File: src/rtl/atm_balance_arbiter.sv
// -----------------------------------------------------------------------------
// atm_balance_arbiter
//
// Two ATM controllers share one 64-bit account balance. A round-robin arbiter
// grants one requester at a time. The granted transaction (deposit or
// withdraw) is captured, executed in one cycle and reported with a one-cycle
// done pulse. The grant is held until the winner drops its request.
//
// Optional feature macro: ATM_TXN_COUNT_EN
//   defined   -> txn_count counts transactions committed with ok=1 (wraps)
//   undefined -> txn_count is tied to zero and no counter register exists
//
// Parameters
//   BALANCE_INIT          balance loaded on reset
//
// Ports
//   clk                   clock, rising edge
//   rst                   asynchronous reset, active low
//   req[1:0]              request per controller, held until done is seen
//   op[1:0]               operation per controller: 0 deposit, 1 withdraw
//   monto_0, monto_1      unsigned 32-bit amounts for controller 0 / 1
//   gnt[1:0]              one-hot grant, zero when idle
//   done                  one-cycle pulse, result flags valid
//   ok                    balance updated (held until next capture)
//   fondos_insuficientes  withdraw rejected, amount above balance
//   desborde              deposit rejected, 64-bit overflow
//   balance[63:0]         registered balance
//   txn_count[15:0]       committed-transaction count
// -----------------------------------------------------------------------------
module atm_balance_arbiter #(
   parameter logic [63:0] BALANCE_INIT = 64'd4500
) (
   input  logic        clk,
   input  logic        rst,
   input  logic [1:0]  req,
   input  logic [1:0]  op,
   input  logic [31:0] monto_0,
   input  logic [31:0] monto_1,
   output logic [1:0]  gnt,
   output logic        done,
   output logic        ok,
   output logic        fondos_insuficientes,
   output logic        desborde,
   output logic [63:0] balance,
   output logic [15:0] txn_count
);

   typedef enum logic [1:0] {
      S_IDLE,
      S_EXEC,
      S_RESP,
      S_RELEASE
   } state_t;

   state_t      state_q, state_d;
   logic [1:0]  gnt_q, gnt_d;
   logic        win_q, win_d;       // index of the requester being served
   logic        last_q, last_d;     // index of the last requester served
   logic        op_q, op_d;
   logic [31:0] monto_q, monto_d;
   logic        done_q, done_d;
   logic        ok_q, ok_d;
   logic        fi_q, fi_d;
   logic        ds_q, ds_d;
   logic [63:0] balance_q, balance_d;

   logic [63:0] amount;
   logic [64:0] sum;
   logic        pick;

   always_comb begin
      state_d   = state_q;
      gnt_d     = gnt_q;
      win_d     = win_q;
      last_d    = last_q;
      op_d      = op_q;
      monto_d   = monto_q;
      done_d    = 1'b0;
      ok_d      = ok_q;
      fi_d      = fi_q;
      ds_d      = ds_q;
      balance_d = balance_q;

      amount = {32'd0, monto_q};
      sum    = {1'b0, balance_q} + {1'b0, amount};
      // On a tie the requester opposite to the last one served wins;
      // otherwise the single active requester wins.
      pick   = (req == 2'b11) ? ~last_q : req[1];

      case (state_q)
         S_IDLE: begin
            if (req != 2'b00) begin
               win_d   = pick;
               gnt_d   = pick ? 2'b10 : 2'b01;
               op_d    = op[pick];
               monto_d = pick ? monto_1 : monto_0;
               ok_d    = 1'b0;
               fi_d    = 1'b0;
               ds_d    = 1'b0;
               state_d = S_EXEC;
            end
         end

         S_EXEC: begin
            done_d = 1'b1;
            if (op_q) begin
               if (amount > balance_q) begin
                  fi_d = 1'b1;
               end else begin
                  balance_d = balance_q - amount;
                  ok_d      = 1'b1;
               end
            end else begin
               if (sum[64]) begin
                  ds_d = 1'b1;
               end else begin
                  balance_d = sum[63:0];
                  ok_d      = 1'b1;
               end
            end
            state_d = S_RESP;
         end

         S_RESP: begin
            state_d = S_RELEASE;
         end

         S_RELEASE: begin
            if (!req[win_q]) begin
               gnt_d   = 2'b00;
               last_d  = win_q;
               state_d = S_IDLE;
            end
         end
      endcase
   end

   always_ff @(posedge clk or negedge rst) begin
      if (!rst) begin
         state_q   <= S_IDLE;
         gnt_q     <= '0;
         win_q     <= 1'b0;
         last_q    <= 1'b1;
         op_q      <= 1'b0;
         monto_q   <= '0;
         done_q    <= 1'b0;
         ok_q      <= 1'b0;
         fi_q      <= 1'b0;
         ds_q      <= 1'b0;
         balance_q <= BALANCE_INIT;
      end else begin
         state_q   <= state_d;
         gnt_q     <= gnt_d;
         win_q     <= win_d;
         last_q    <= last_d;
         op_q      <= op_d;
         monto_q   <= monto_d;
         done_q    <= done_d;
         ok_q      <= ok_d;
         fi_q      <= fi_d;
         ds_q      <= ds_d;
         balance_q <= balance_d;
      end
   end

`ifdef ATM_TXN_COUNT_EN
   logic [15:0] cnt_q, cnt_d;

   // Counts on the edge that raises done, so the count is current with done.
   always_comb begin
      cnt_d = cnt_q;
      if (done_d && ok_d) begin
         cnt_d = cnt_q + 16'd1;
      end
   end

   always_ff @(posedge clk or negedge rst) begin
      if (!rst) begin
         cnt_q <= '0;
      end else begin
         cnt_q <= cnt_d;
      end
   end

   assign txn_count = cnt_q;
`else
   assign txn_count = '0;
`endif

   assign gnt                  = gnt_q;
   assign done                 = done_q;
   assign ok                   = ok_q;
   assign fondos_insuficientes = fi_q;
   assign desborde             = ds_q;
   assign balance              = balance_q;

endmodule

File: config.mk
export PLATFORM = sky130hd
export DESIGN_NAME = atm_balance_arbiter
export DESIGN_NICKNAME = d
export VERILOG_FILES = /design/src/rtl/atm_balance_arbiter.sv
export SDC_FILE = /design/constraint.sdc
export NUM_CORES = 1
export LEC_CHECK = 0
export ABC_CLOCK_PERIOD_IN_PS = 6590
export CAP_MARGIN = 20
export CORE_ASPECT_RATIO = 1.4
export CORE_MARGIN = 1.5
export CORE_UTILIZATION = 40
export CTS_CLUSTER_SIZE = 25
export DETAILED_ROUTE_END_ITERATION = 12
export MAX_ROUTING_LAYER = met4
export SETUP_SLACK_MARGIN = 0.4
export SYNTH_ARGS = -nofsm -noshare
export SYNTH_HDL_FRONTEND = slang
export SYNTH_SLANG_ARGS = --single-unit
export TNS_END_PERCENT = 10
File: constraint.sdc
create_clock -name clk -period 6.59 [get_ports clk]
set_input_delay 1.318 -clock clk [delete_from_list [all_inputs] [get_ports clk]]
set_output_delay 1.318 -clock clk [all_outputs]
set_load 0.02 [all_outputs]
==> metrics.cfg <==
[job]
max-cap-violations=0

[floorplanning]
core_area_mm2=0.02345
initial_core_util_pct=41.00
chipWidth_um=134.0
die_h_um=186.5
rows=66
ios=156
die_area_mm2=0.02499

[timing]
skew_ps=10.39
maxSlewViolCount=0
fmax_mhz=233.8
holdWs_ps=506.2
post-route-min-period_ps=4277
max-slew-margin-rel_pct=42.72
tightest_slew_ps=851.4
rsz0062_at_grt=false
setup_ws_ps=2313
finalCritPeriodShare_pct=64.91
setup_viol=0
hold_violations=0
setup-tns-final_ps=0

[clocking]
postCtsHoldBufs=0
clk_latency_ps=370
cts_resized=0
clk_path_buf_depth=2
cts_made_buffers=9
cts_setup_buffers=0
htreeDepth=3
cts_tree=done
cts_root_buf=clkbuf_16
cts.sinks=107
clk_pin_slew_ps=80

[worst_setup_path]
crit_type=flop to flop
required_ps=6890
crit_path_end_kind=flop
crit_family=compound AO/OA/AOI/OAI gates
worst_setup_path_start_kind=flop
critical_path_buf_inv_count=2
slowest_stage=a31oi_2
worst_ep_arrival_time_ps=4580
rr_startpoint=monto_q[7]
r2r_cells=12
timing.rr.end=balance[56]
slowest_delay_ps=590
cp_max_fo=74
worstPathCellList=inv_1 -> ha_1 -> nor2b_1 -> a2111oi_0 -> a21oi_1 -> o21ai_1 -> a41oi_1 -> a31oi_2 -> o31ai_4 -> buf_4 -> a2111oi_2 -> xor2_1
rrSetupSlack_ps=2310

[grt]
antenna_found_initial=0
globalRouteMet3Util_pct=2.581
track_usage_pct=26.04
grt_pass1_wl_mm=50.18
grt.busiest_layer=met2
grt_use_met1_pct=29.09
grtUsageMet2_pct=46.17
grt_pass1_vias=9323
overflow=0
grt_max_degree=75

[logic_synthesis]
syn_avg_cell_area_um2=7.862
synth.area.top_cells=dfrtp_1 (26%), ha_1 (8.8%), o21ai_0 (6.2%), nand2_1 (4.9%), a21oi_1 (4.5%)
yosysTopAreaCell=dfrtp_1
synth_area_mm2=0.009615
synth_async_sr_flop_share_pct=100.0
synth-main-ff-cell=dfrtp_1
ys_seq_area_share_pct=27.92
yosysWarnings=0
ys_ff_latch=107
synth_edf_count=0
syn_inst=1223
synthDistinctLibCells=83
synth_top_area_share_pct=26.28

[routing]
first_pass_iters=7
routed_wl_mm=31.51
drt_iter0_markers=554
drc=0
ant_nets=0
num_vias=9305
wire_per_inst_um=19.48
avgViaCountPerCell=5.754

[min_path]
min_path_cells=2
min_from=balance[12]
worstHoldEndpoint=balance[12]
hp-class=flop to flop

[finish]
utilization_pct=48.37
final_cells=1617
nFillCells=2377
antenna_cells=0
nets=1446
fin_area_mm2=0.01134
multi_input_area_mm2=0.006251
drive_gt1_share_pct=5.339
regArea_mm2=0.002686
syn2layout_area_growth_pct=17.97

[placement]
place_inst=1601
port-buffer-count=139
preCtsSetupSlack_ps=2429
hpwl_mm=24.28
gp_congestion=0.9684
place_area_mm2=0.01106

[pwr]
p_per_area_mw_per_mm2=577.0
ir_drop_uv=238.6
p_leak_nw=4.724
p_total_mw=6.545

[run_status]
outcome=complete, no violations

## sequential cells by signal (all words and copies together), names as in the netlist
register and flops:
win_q 1, balance 64, done 1, desborde 1, ok 1, fondos_insuficientes 1
state_q 2, op_q 1, last_q 1, monto_q 32, gnt 2
## cells by family after synthesis
family / after synthesis / synth area share, %
compound gates: 345 / 22.54
xor+xnor: 61 / 5.556
fa+ha+maj: 70 / 9.265
buf+inv: 167 / 7.886
flops: 107 / 27.92
mux: 41 / 4.281
other cells: 1 / 0.03900
simple gates: 431 / 22.51
## cell type report
cell class                      instances  share of cell area (%)
Sequential cell                       107                   23.68
Clock buffer                            9                   1.985
Timing Repair Buffer                  147                   12.77
Multi-Input combinational cell        964                   55.11
Tap cell                              306                   3.375
Inverter                               77                   2.548
Clock inverter                          7                  0.5294
## synth_stat cells, types with 40 or more instances
master	count
a21oi_1	86
o21ai_0	120
nor2_1	87
mux2i_1	40
ha_1	68
inv_1	77
nand2_1	125
clkbuf_1	52
nor3_1	45
dfrtp_1	101
xnor2_1	45
## layer usage
layer / share of wire (%) / vias to the layer above
met5: 0 / -
li1: - / 4496
met4: 4.5 / 0
met1: 39 / 4415
met2: 52 / 313
met3: 3.7 / 81
## how the worst max path moves through the flow
stage / startpoint / endpoint / depth (start not counted) / slack [ps]
finish: monto_q[7] / balance[56] / 12 / 2310
CTS: monto_q[7] / balance[56] / 12 / 2410
floorplan: balance[12] / balance[46] / 13 / 3310
detailed placement: balance[1] / balance[58] / 12 / 2430
global route: balance[17] / balance[56] / 11 / 2060
global placement: balance[1] / balance[58] / 12 / 2480
## worst min-delay path, stage by stage (launching register included)
cell and delay [ps]:
dfstp_2 390, nand2_1 50, o21ai_0 70
## layout by cell type (no fill, tap or decap), types with 40 or more instances in the layout
cell type / synthesis / final
clkdlybuf4s50_1: 0 / 138
nand2_1: 125 / 124
o21ai_0: 120 / 120
dfrtp_1: 101 / 100
nor2_1: 87 / 87
a21oi_1: 86 / 85
inv_1: 77 / 77
ha_1: 68 / 68
nor3_1: 45 / 45
xnor2_1: 45 / 45
mux2i_1: 40 / 40
## power by group
part           switching, mW  internal, mW
clock network          0.293         0.264
logic                   2.88          1.73
registers              0.422         0.947
Note: power is estimated with default switching activity, not from simulation.
